===== config.mk =====
export PLATFORM = sky130hd
export DESIGN_NAME = replay_writer
export DESIGN_NICKNAME = d
export VERILOG_FILES = /design/src/rtl/replay_writer.sv
export SDC_FILE = /design/constraint.sdc
export NUM_CORES = 1
export LEC_CHECK = 0
export ABC_CLOCK_PERIOD_IN_PS = 6300
export BUFFER_PORTS_ARGS = -buffer_cell sky130_fd_sc_hd__buf_4
export CORE_ASPECT_RATIO = 1.2
export CORE_MARGIN = 2
export CORE_UTILIZATION = 52
export CTS_CLUSTER_SIZE = 28
export DETAILED_ROUTE_END_ITERATION = 10
export PLACE_DENSITY_LB_ADDON = 0.1
export SLEW_MARGIN = 20
export SYNTH_ARGS = -nofsm -noshare
export SYNTH_HDL_FRONTEND = slang
export SYNTH_SLANG_ARGS = --single-unit

===== constraint.sdc =====
create_clock -name clk -period 6.3 [get_ports clk]
set_input_delay 0.63 -clock clk [delete_from_list [all_inputs] [get_ports clk]]
set_output_delay 0.63 -clock clk [all_outputs]
set_load 0.05 [all_outputs]

===== src/rtl/replay_writer.sv =====
// replay_writer: 10-slot replay store with a rotating write pointer.
// Samples land in the slot named by wr_ptr; once all slots hold data the
// block either overwrites the oldest slot (OVERWRITE=1) or stalls (OVERWRITE=0).
// clear drops occupancy bookkeeping but keeps slot data; rst wipes everything.

// One storage slot: data register plus its occupancy bit.
module replay_slot #(
    parameter int DATA_W = 16
) (
    input  logic              clk,
    input  logic              rst,
    input  logic              we,
    input  logic              clr,
    input  logic [DATA_W-1:0] din,
    output logic [DATA_W-1:0] q,
    output logic              vld
);

    // Data only moves on a write; clear intentionally leaves it alone.
    always_ff @(posedge clk or posedge rst) begin
        if (rst)     q <= '0;
        else if (we) q <= din;
    end

    // Occupancy: clear wins over a write in the same cycle.
    always_ff @(posedge clk or posedge rst) begin
        if (rst)      vld <= 1'b0;
        else if (clr) vld <= 1'b0;
        else if (we)  vld <= 1'b1;
    end

endmodule

module replay_writer #(
    parameter bit OVERWRITE = 1'b1
) (
    input  logic        clk,
    input  logic        rst,
    input  logic [15:0] din,
    input  logic        din_valid,
    output logic        din_ready,
    input  logic        clear,
    output logic [15:0] q0,
    output logic [15:0] q1,
    output logic [15:0] q2,
    output logic [15:0] q3,
    output logic [15:0] q4,
    output logic [15:0] q5,
    output logic [15:0] q6,
    output logic [15:0] q7,
    output logic [15:0] q8,
    output logic [15:0] q9,
    output logic [9:0]  valid_mask,
    output logic [3:0]  wr_ptr,
    output logic [3:0]  oldest,
    output logic [3:0]  count,
    output logic        full
);

    localparam int DEPTH  = 10;
    localparam int DATA_W = 16;
    localparam int PTR_W  = 4;

    typedef enum logic [1:0] {
        ST_EMPTY   = 2'd0,
        ST_FILLING = 2'd1,
        ST_FULL    = 2'd2
    } state_t;

    state_t                       state_q, state_d;
    logic [PTR_W-1:0]             ptr_q, ptr_d, ptr_inc;
    logic [PTR_W-1:0]             cnt_q, cnt_d;
    logic                         wr_en;
    logic [DEPTH-1:0]             slot_we;
    logic [DEPTH-1:0]             slot_vld;
    logic [DEPTH-1:0][DATA_W-1:0] slot_q;

    // Readiness looks only at registered occupancy, never at din_valid.
    assign full      = (state_q == ST_FULL);
    assign din_ready = OVERWRITE || !full;
    assign wr_en     = din_valid && din_ready && !clear;

    // Pointer wraps 9 -> 0 so it never leaves the slot range.
    assign ptr_inc = (ptr_q == PTR_W'(DEPTH - 1)) ? '0 : ptr_q + PTR_W'(1);

    // Next-state, pointer and count; clear dominates any write.
    always_comb begin
        state_d = state_q;
        ptr_d   = ptr_q;
        cnt_d   = cnt_q;
        if (clear) begin
            state_d = ST_EMPTY;
            ptr_d   = '0;
            cnt_d   = '0;
        end else if (wr_en) begin
            ptr_d = ptr_inc;
            case (state_q)
                ST_EMPTY: begin
                    state_d = ST_FILLING;
                    cnt_d   = PTR_W'(1);
                end
                ST_FILLING: begin
                    cnt_d = cnt_q + PTR_W'(1);
                    if (cnt_q == PTR_W'(DEPTH - 1)) state_d = ST_FULL;
                end
                default: begin
                    // Full and overwriting: count pinned at DEPTH.
                    state_d = ST_FULL;
                    cnt_d   = PTR_W'(DEPTH);
                end
            endcase
        end
    end

    // State, pointer and count registers.
    always_ff @(posedge clk or posedge rst) begin
        if (rst) begin
            state_q <= ST_EMPTY;
            ptr_q   <= '0;
            cnt_q   <= '0;
        end else begin
            state_q <= state_d;
            ptr_q   <= ptr_d;
            cnt_q   <= cnt_d;
        end
    end

    // One slot per index; only the slot under the pointer is written.
    for (genvar i = 0; i < DEPTH; i++) begin : g_slot
        assign slot_we[i] = wr_en && (ptr_q == PTR_W'(i));
        replay_slot #(.DATA_W(DATA_W)) u_slot (
            .clk (clk),
            .rst (rst),
            .we  (slot_we[i]),
            .clr (clear),
            .din (din),
            .q   (slot_q[i]),
            .vld (slot_vld[i])
        );
    end

    // While full the next write target is also the oldest sample.
    assign oldest     = full ? ptr_q : '0;
    assign wr_ptr     = ptr_q;
    assign count      = cnt_q;
    assign valid_mask = slot_vld;

    assign q0 = slot_q[0];
    assign q1 = slot_q[1];
    assign q2 = slot_q[2];
    assign q3 = slot_q[3];
    assign q4 = slot_q[4];
    assign q5 = slot_q[5];
    assign q6 = slot_q[6];
    assign q7 = slot_q[7];
    assign q8 = slot_q[8];
    assign q9 = slot_q[9];

endmodule


==> qor.txt, run 1 <==
Boundary Pins - 204
DRC violations left - 0
number of antenna repair diodes - 0
Cells after Synth - 468
Mapped Nets - 490
Slew headroom - 36.5%
count of input and output buffers - 202
Setup Crit Path Kind - reg2reg
net count of the finished layout - 668
GP Congestion - 0.770
overall global routing resource usage - 23.6%
vias in the first global route - 4,578
post-CTS setup buffer count - 0
Fin Clk Skew - 0.00484 ns
Finished Cell Area - 9120 sq um
via count - 4,381
static leakage power - 4.82 nW
sum of negative setup slack - 0 ns
Synth-to-Final Area Change - 28.3%
dpl cell area - 8570 sq um
number of instances resized during post-cts repair - 0
clock latency at the later pin of the worst-skew pair - 0.42 ns
top post-synthesis cells by area - sky130_fd_sc_hd__dfrtp_1 63%, sky130_fd_sc_hd__mux2_2 25%, sky130_fd_sc_hd__buf_4 1.3%, sky130_fd_sc_hd__buf_6 0.95%, sky130_fd_sc_hd__buf_1 0.90%
length of the first detailed-routing pass in iterations - 4
core area - 13,300 sq um
MaxCap Viol Count - 0
final worst path period share - 35.7%
antenna-violating nets left - 0
maximum fanout along the worst path - 17
clock-pin slew of the registers on the worst-case setup and hold paths - 0.06 ns
YS warnings - 0
type of destination of the critical path - flop
chip width - 111 um
transition time at the pin with the least slew margin - 0.952 ns
required time at the worst-slack endpoint - 6.60 ns
Avg WL per Cell - 20.4 um
TritonCTS buffer count - 17
fin. max-slew vios - 0
number of buffers inserted by hold repair at cts - 0
pin count of the biggest net entering global routing - 109
H-tree lvl count - 4
Post-Route WL - 16,800 um
share of post-route cells with drive strength above 1 - 61.0%
CTS tree - built
overall power of the completed layout - 3.32 mW
mean area per synthesized cell - 15.2 sq um
# clock sinks - 180
startpoint class of the critical path - flop
share of synthesized area occupied by flip-flops and latches - 63.4%
result of the run - finished clean
global routing's busiest layer - met2
initial core utilization - 53.4%
Std-Cell Rows - 46
Synth Register Bits - 180
count of final setup violators - 0
global routing usage on met2 - 39.5%
Congestion Overflow GR - 0
unrepaired setup endpoints after global routing - false
cell taking the most area after synthesis - sky130_fd_sc_hd__dfrtp_1
crit path time final - 2.25 ns
Vias/cell - 5.32
met1 Use GR - 28.9%
crit path DAT - 2.56 ns
detailed router's first-iteration violation count - 141
die footprint - 14,600 sq um
PwrDens - 364 nW/um^2
initial antenna violation count - 0
worst min-delay path category - in2async
fin util - 68.6%
number of distinct library cells after synthesis - 36
root buffer cell - sky130_fd_sc_hd__clkbuf_16
Peak VDD IR - 0.000233 V
die height - 132 um
Hold Vio Cnt, Final - 0
first-pass GRT wire length - 26,500 um
DPL Wire Length - 11,300 um
area of the mapped netlist - 7100 sq um
share of the synthesized area in the top cell type - 63.4%
met3 usage in global routing - 6.99%
Bufs on Longest Clock Path - 2
FMAX - 444 MHz
synthesized netlist by cell type:
master,count
sky130_fd_sc_hd__conb_1,1
sky130_fd_sc_hd__inv_1,13
sky130_fd_sc_hd__ha_1,2
sky130_fd_sc_hd__o41ai_1,1
sky130_fd_sc_hd__buf_2,6
sky130_fd_sc_hd__o22ai_1,1
sky130_fd_sc_hd__a21oi_1,3
sky130_fd_sc_hd__buf_6,6
sky130_fd_sc_hd__nand2_2,8
sky130_fd_sc_hd__and2_1,4
sky130_fd_sc_hd__and4b_1,1
sky130_fd_sc_hd__o21a_1,1
sky130_fd_sc_hd__and4bb_4,1
sky130_fd_sc_hd__nor2b_1,7
sky130_fd_sc_hd__nor2_1,6
sky130_fd_sc_hd__and4bb_2,1
sky130_fd_sc_hd__a211o_1,1
sky130_fd_sc_hd__dfrtp_1,180
sky130_fd_sc_hd__or3_1,1
sky130_fd_sc_hd__and4_1,1
sky130_fd_sc_hd__a31oi_1,1
sky130_fd_sc_hd__mux2_2,160
sky130_fd_sc_hd__buf_8,1
sky130_fd_sc_hd__o21ai_0,11
sky130_fd_sc_hd__and3_1,2
sky130_fd_sc_hd__xnor2_1,2
sky130_fd_sc_hd__buf_4,12
sky130_fd_sc_hd__buf_1,17
sky130_fd_sc_hd__nand2b_1,1
sky130_fd_sc_hd__nand3_1,3
sky130_fd_sc_hd__mux2i_1,3
sky130_fd_sc_hd__a21o_1,2
sky130_fd_sc_hd__nand2_1,4
sky130_fd_sc_hd__nor4b_4,1
sky130_fd_sc_hd__nor3b_1,1
sky130_fd_sc_hd__clkbuf_1,2
where the power goes:
part           internal, mW  total (mW)  leakage [nW]  switching [mW]
combinational         0.291       0.947          2.14           0.656
clock                 0.596       0.998         0.273           0.403
sequential             1.30        1.38          2.40          0.0806
kinds of logic (layout without fill, tap and decap cells):
| kind of cell | after synthesis | after routing | share of synthesized area (%) |
|---|---|---|---|
| multiplexers | 163 | 163 | 25.8 |
| buffers and inverters | 57 | 245 | 4.54 |
| flip-flops | 180 | 180 | 63.4 |
| XOR/XNOR | 2 | 2 | 0.247 |
| AO/OA/AOI/OAI | 21 | 21 | 1.73 |
| adder cells (fa/ha/maj) | 2 | 2 | 0.352 |
| AND/OR/NAND/NOR | 42 | 42 | 3.88 |
| other | 1 | 1 | 0.0528 |
state kept, by name, summed over array words and instances, names as in the netlist:
name and count:
count 4, g_slot.u_slot.vld 10, g_slot.u_slot.q 160, wr_ptr 4, state_q 2
cell type report:
class,instances,area (sq um)
repair buffers,203,1520
clock inverters,6,80.1
multi-input cells,231,2280
clock buffers,23,468
flip-flops and latches,180,4500
well taps,168,210
fillers,955,4180
inverters,13,53.8
worst paths after layout:
kind / slack (ns) / cells past startpoint / start / end
min in group clk: 0.48 / 1 / g_slot[7].u_slot.vld / g_slot[7].u_slot.vld
worst max-delay path: 4.05 / 3 / wr_ptr[1] / g_slot[5].u_slot.q[5]
max in group asynchronous: 4.43 / 3 / rst / g_slot[6].u_slot.q[7]
worst min register to register: 0.48 / 1 / g_slot[7].u_slot.vld / g_slot[7].u_slot.vld
worst min-delay path: 0.43 / 2 / rst / g_slot[6].u_slot.q[14]
worst max register to register: 4.05 / 3 / wr_ptr[1] / g_slot[5].u_slot.q[5]
critical path: stages (launching register included):
cell,delay [ns]
sky130_fd_sc_hd__dfrtp_1,0.51
sky130_fd_sc_hd__nor4b_4,0.45
sky130_fd_sc_hd__and3_1,0.75
sky130_fd_sc_hd__mux2_2,0.42
layout by cell type (no fill, tap or decap), types with 2 or more instances in the layout:
cell type	n
sky130_fd_sc_hd__bufinv_16	2
sky130_fd_sc_hd__mux2i_1	3
sky130_fd_sc_hd__clkbuf_1	4
sky130_fd_sc_hd__inv_1	12
sky130_fd_sc_hd__mux2_2	160
sky130_fd_sc_hd__and3_1	2
sky130_fd_sc_hd__nand2_1	4
sky130_fd_sc_hd__nor2_1	6
sky130_fd_sc_hd__a21o_1	2
sky130_fd_sc_hd__a21oi_1	3
sky130_fd_sc_hd__nor2b_1	7
sky130_fd_sc_hd__nand2_2	8
sky130_fd_sc_hd__clkinv_2	4
sky130_fd_sc_hd__xnor2_1	2
sky130_fd_sc_hd__o21ai_0	11
sky130_fd_sc_hd__buf_4	203
sky130_fd_sc_hd__ha_1	2
sky130_fd_sc_hd__clkbuf_16	17
sky130_fd_sc_hd__clkbuf_8	2
sky130_fd_sc_hd__and2_1	4
sky130_fd_sc_hd__nand3_1	3
sky130_fd_sc_hd__dfrtp_1	180
metrics by stage:
step                worst slack (ns)  hold WS [ns]  instances
CTS                             3.99         0.459        824
finish                          4.05         0.426        824
global route                    3.88         0.505        824
floorplan                      0.783         0.454        468
global placement                3.87         0.470        795
detailed placement              3.75         0.474        795
metal layers:
layer  part of all wire, %  wire length, um
met5                     0                0
met4                   2.7              446
met3                   6.1             1030
met2                    50             8410
met1                    41             6920
No activity file was read; power rests on OpenSTA's default activity.
==> run 2, diff against run 1 <==
Settings changed: ABC_AREA set to 1, ABC_CLOCK_PERIOD_IN_PS 6300 to 2150, CORE_UTILIZATION 52 to 51.
Clock period 6.3 ns to 2.15 ns, I/O delays scaled along.
==> run 2 against run 1 <==
Critical path type is now in2reg. Cell area shrank 0.70%. Synthesized cell count rose by 44%. Non-clock buffer count increased by 12. Sequential power rose to 2.9 times the previous value. Critical endpoint is now g_slot[8].u_slot.q[1]. Wire length is 6.0% higher. Worst setup slack lost 3.8 ns. Count of clock-buffer cells in the layout down 6. Die area decreased by 2.4%.
==> qor.txt, run 2 <==
result of the run - finished clean
worst flop-to-flop path endpoint - g_slot[8].u_slot.q[1]
worst min-delay path category - in2reg
via count - 5,341
net count of the finished layout - 886
H-tree lvl count - 4
antenna-violating nets left - 0
Cells after Synth - 673
Finished Cell Area - 9050 sq um
vias in the first global route - 5,165
Bufs on Longest Clock Path - 2
Post-Route WL - 17,800 um
# clock sinks - 180
Vias/cell - 5.11
clock latency at the later pin of the worst-skew pair - 0.43 ns
static leakage power - 4.70 nW
Fin Clk Skew - 0.0128 ns
area used by multi-input combinational logic - 1920 sq um
required time at the worst-slack endpoint - 2.47 ns
number of flip-flops under the largest register name - 160
Congestion Overflow GR - 0
fin util - 69.0%
fillers - 1,036
share of the synthesized area in the top cell type - 66.3%
Setup Crit Path Kind - in2reg
transition time at the pin with the least slew margin - 0.646 ns
r2r setup slk - 0.40 ns
Std-Cell Rows - 46
detailed router's first-iteration violation count - 367
mean area per synthesized cell - 10.1 sq um
Hold WS - 0.113 ns
overall power of the completed layout - 9.73 mW
pin count of the biggest net entering global routing - 51
clock-pin slew of the registers on the worst-case setup and hold paths - 0.07 ns
initial antenna violation count - 0
Hold Vio Cnt, Final - 0
sum of negative setup slack - 0 ns
DPL Wire Length - 12,400 um
Avg WL per Cell - 17.0 um
count of final setup violators - 0
crit path time final - 1.87 ns
fin. max-slew vios - 0
overall global routing resource usage - 25.7%
count of input and output buffers - 202
initial core utilization - 51.8%
number of distinct library cells after synthesis - 24
final worst path period share - 87.0%
post-route non-filler standard cell count - 1,045
MaxCap Viol Count - 0
worst min-delay path startpoint - din_valid
crit path DAT - 2.19 ns
area of the mapped netlist - 6790 sq um
GP Congestion - 0.900
register with the highest flop count - g_slot.u_slot.q
YS warnings - 0
largest registers - g_slot.u_slot.q (160), g_slot.u_slot.vld (10)
Synth Register Bits - 180
worst-case setup margin in the final layout - 0.280 ns
Boundary Pins - 204
die height - 130 um
worst reg2reg path startpoint - wr_ptr[3]
Hold Path Cell Cnt - 4
commonest cells after routing, fill and taps aside - 210 x sky130_fd_sc_hd__nand2_1, 208 x sky130_fd_sc_hd__buf_4, 180 x sky130_fd_sc_hd__dfrtp_1
FMAX - 535 MHz
die footprint - 14,300 sq um
dpl cell area - 8420 sq um
core area - 13,100 sq um
unrepaired setup endpoints after global routing - false
share of synthesized area occupied by flip-flops and latches - 66.3%
post-CTS setup buffer count - 0
leading register cell type out of synthesis - sky130_fd_sc_hd__dfrtp_1
share of post-route cells with drive strength above 1 - 30.8%
commonest non-fill, non-tap cell in the layout - sky130_fd_sc_hd__nand2_1
first-pass GRT wire length - 27,500 um
Synth async-reset ratio - 100%
Synth-to-Final Area Change - 33.3%
cell taking the most area after synthesis - sky130_fd_sc_hd__dfrtp_1
Post-synth EDFFs - 0
number of antenna repair diodes - 0
post-placement setup slack - 0.433 ns
CTS tree - built
type of destination of the critical path - flop
number of cells in the design after placement - 1,011
maximum fanout along the worst path - 33
TritonCTS buffer count - 17
hold endpoint - wr_ptr[2]
sequential cell area - 4500 sq um
chip width - 109 um
root buffer cell - sky130_fd_sc_hd__clkbuf_16
top post-synthesis cells by area - sky130_fd_sc_hd__dfrtp_1 66%, sky130_fd_sc_hd__nand2_1 12%, sky130_fd_sc_hd__o21ai_1 7.8%, sky130_fd_sc_hd__o21ai_0 4.4%, sky130_fd_sc_hd__buf_2 2.0%
Slew headroom - 56.8%
DRC violations left - 0
Peak VDD IR - 0.000665 V
number of cells on the worst reg-to-reg path - 4
most used standard cells in the synthesized netlist - 210 x sky130_fd_sc_hd__nand2_1, 180 x sky130_fd_sc_hd__dfrtp_1, 106 x sky130_fd_sc_hd__o21ai_1
Mapped Nets - 695
PwrDens - 1070 nW/um^2
length of the first detailed-routing pass in iterations - 5
cell with the most instances after synthesis - sky130_fd_sc_hd__nand2_1
startpoint class of the critical path - input port
-- run 2: changes by cell type in the layout (fill, tap and decap cells not counted), sizes merged, moves of 3 or more --
| cell | delta |
|---|---|
| o21ai | +155 |
| mux2 | -160 |
| nor2b | -7 |
| and2 | -4 |
| nand2 | +201 |
| inv | +29 |
| nor2 | +10 |
| buf | +10 |
| clkbuf | -6 |
| nand3 | +12 |
| mux2i | -3 |
-- run 2: logic make-up after synthesis --
kind of cell | synth area share [%]
buffers and inverters | 5.55
and+or+nand+nor | 15.2
AOI/OAI and AO/OA | 12.4
other | 0.0552
DFF | 66.3
xor gates and xnor gates | 0.129
adders and majority gates | 0.368
-- run 2: critical path: stages --
cell and delay (ns):
sky130_fd_sc_hd__dlygate4sd3_1 0.54, sky130_fd_sc_hd__buf_4 0.15, sky130_fd_sc_hd__inv_2 0.05, sky130_fd_sc_hd__nand2_2 0.07, sky130_fd_sc_hd__inv_2 0.25, sky130_fd_sc_hd__nand3_2 0.53
sky130_fd_sc_hd__o21ai_0 0.38
-- run 2: layout make-up --
| type | count | share of cell area, % |
|---|---|---|
| clock inverter | 15 | 2.02 |
| timing repair buffer | 215 | 18.6 |
| tap | 168 | 2.32 |
| multi-input combinational | 417 | 21.2 |
| inverter | 33 | 1.41 |
| clock buffer | 17 | 4.70 |
| sequential | 180 | 49.8 |
-- run 2: timing repair --
item                      CTS  global route
hold buffers                2             0
resized for setup           0             0
hold endpoints to repair   20             0
-- run 2: worst max-delay path by stage --
stage | startpoint | end | slack, ns | depth (start not counted)
finish | clear | g_slot[8].u_slot.q[1] | 0.28 | 7
detailed placement | clear | g_slot[8].u_slot.q[1] | 0.43 | 6
floorplan | rst | count[0] | -0.37 | 1
global placement | clear | g_slot[8].u_slot.q[1] | 0.53 | 6
CTS | clear | g_slot[8].u_slot.q[1] | 0.30 | 7
global route | clear | g_slot[8].u_slot.q[1] | 0.18 | 7
-- run 2: metal layers --
layer / wire length (um) / vias to the layer above / part of all wire [%] / track usage (%)
li1: - / 2554 / - / -
met1: 6990 / 2575 / 39 / 32.3
met2: 9140 / 198 / 51 / 42.8
met3: 1490 / 14 / 8.4 / 9.18
met4: 187 / 0 / 1.1 / 6.63
met5: 0 / - / 0 / 0
-- run 2: report_power, final --
| group | switching [mW] | internal [mW] | leakage, nW | total, mW |
|---|---|---|---|---|
| Combinational | 1.87 | 0.684 | 1.97 | 2.55 |
| Sequential | 0.235 | 3.75 | 2.43 | 3.99 |
| Clock | 1.42 | 1.77 | 0.301 | 3.19 |
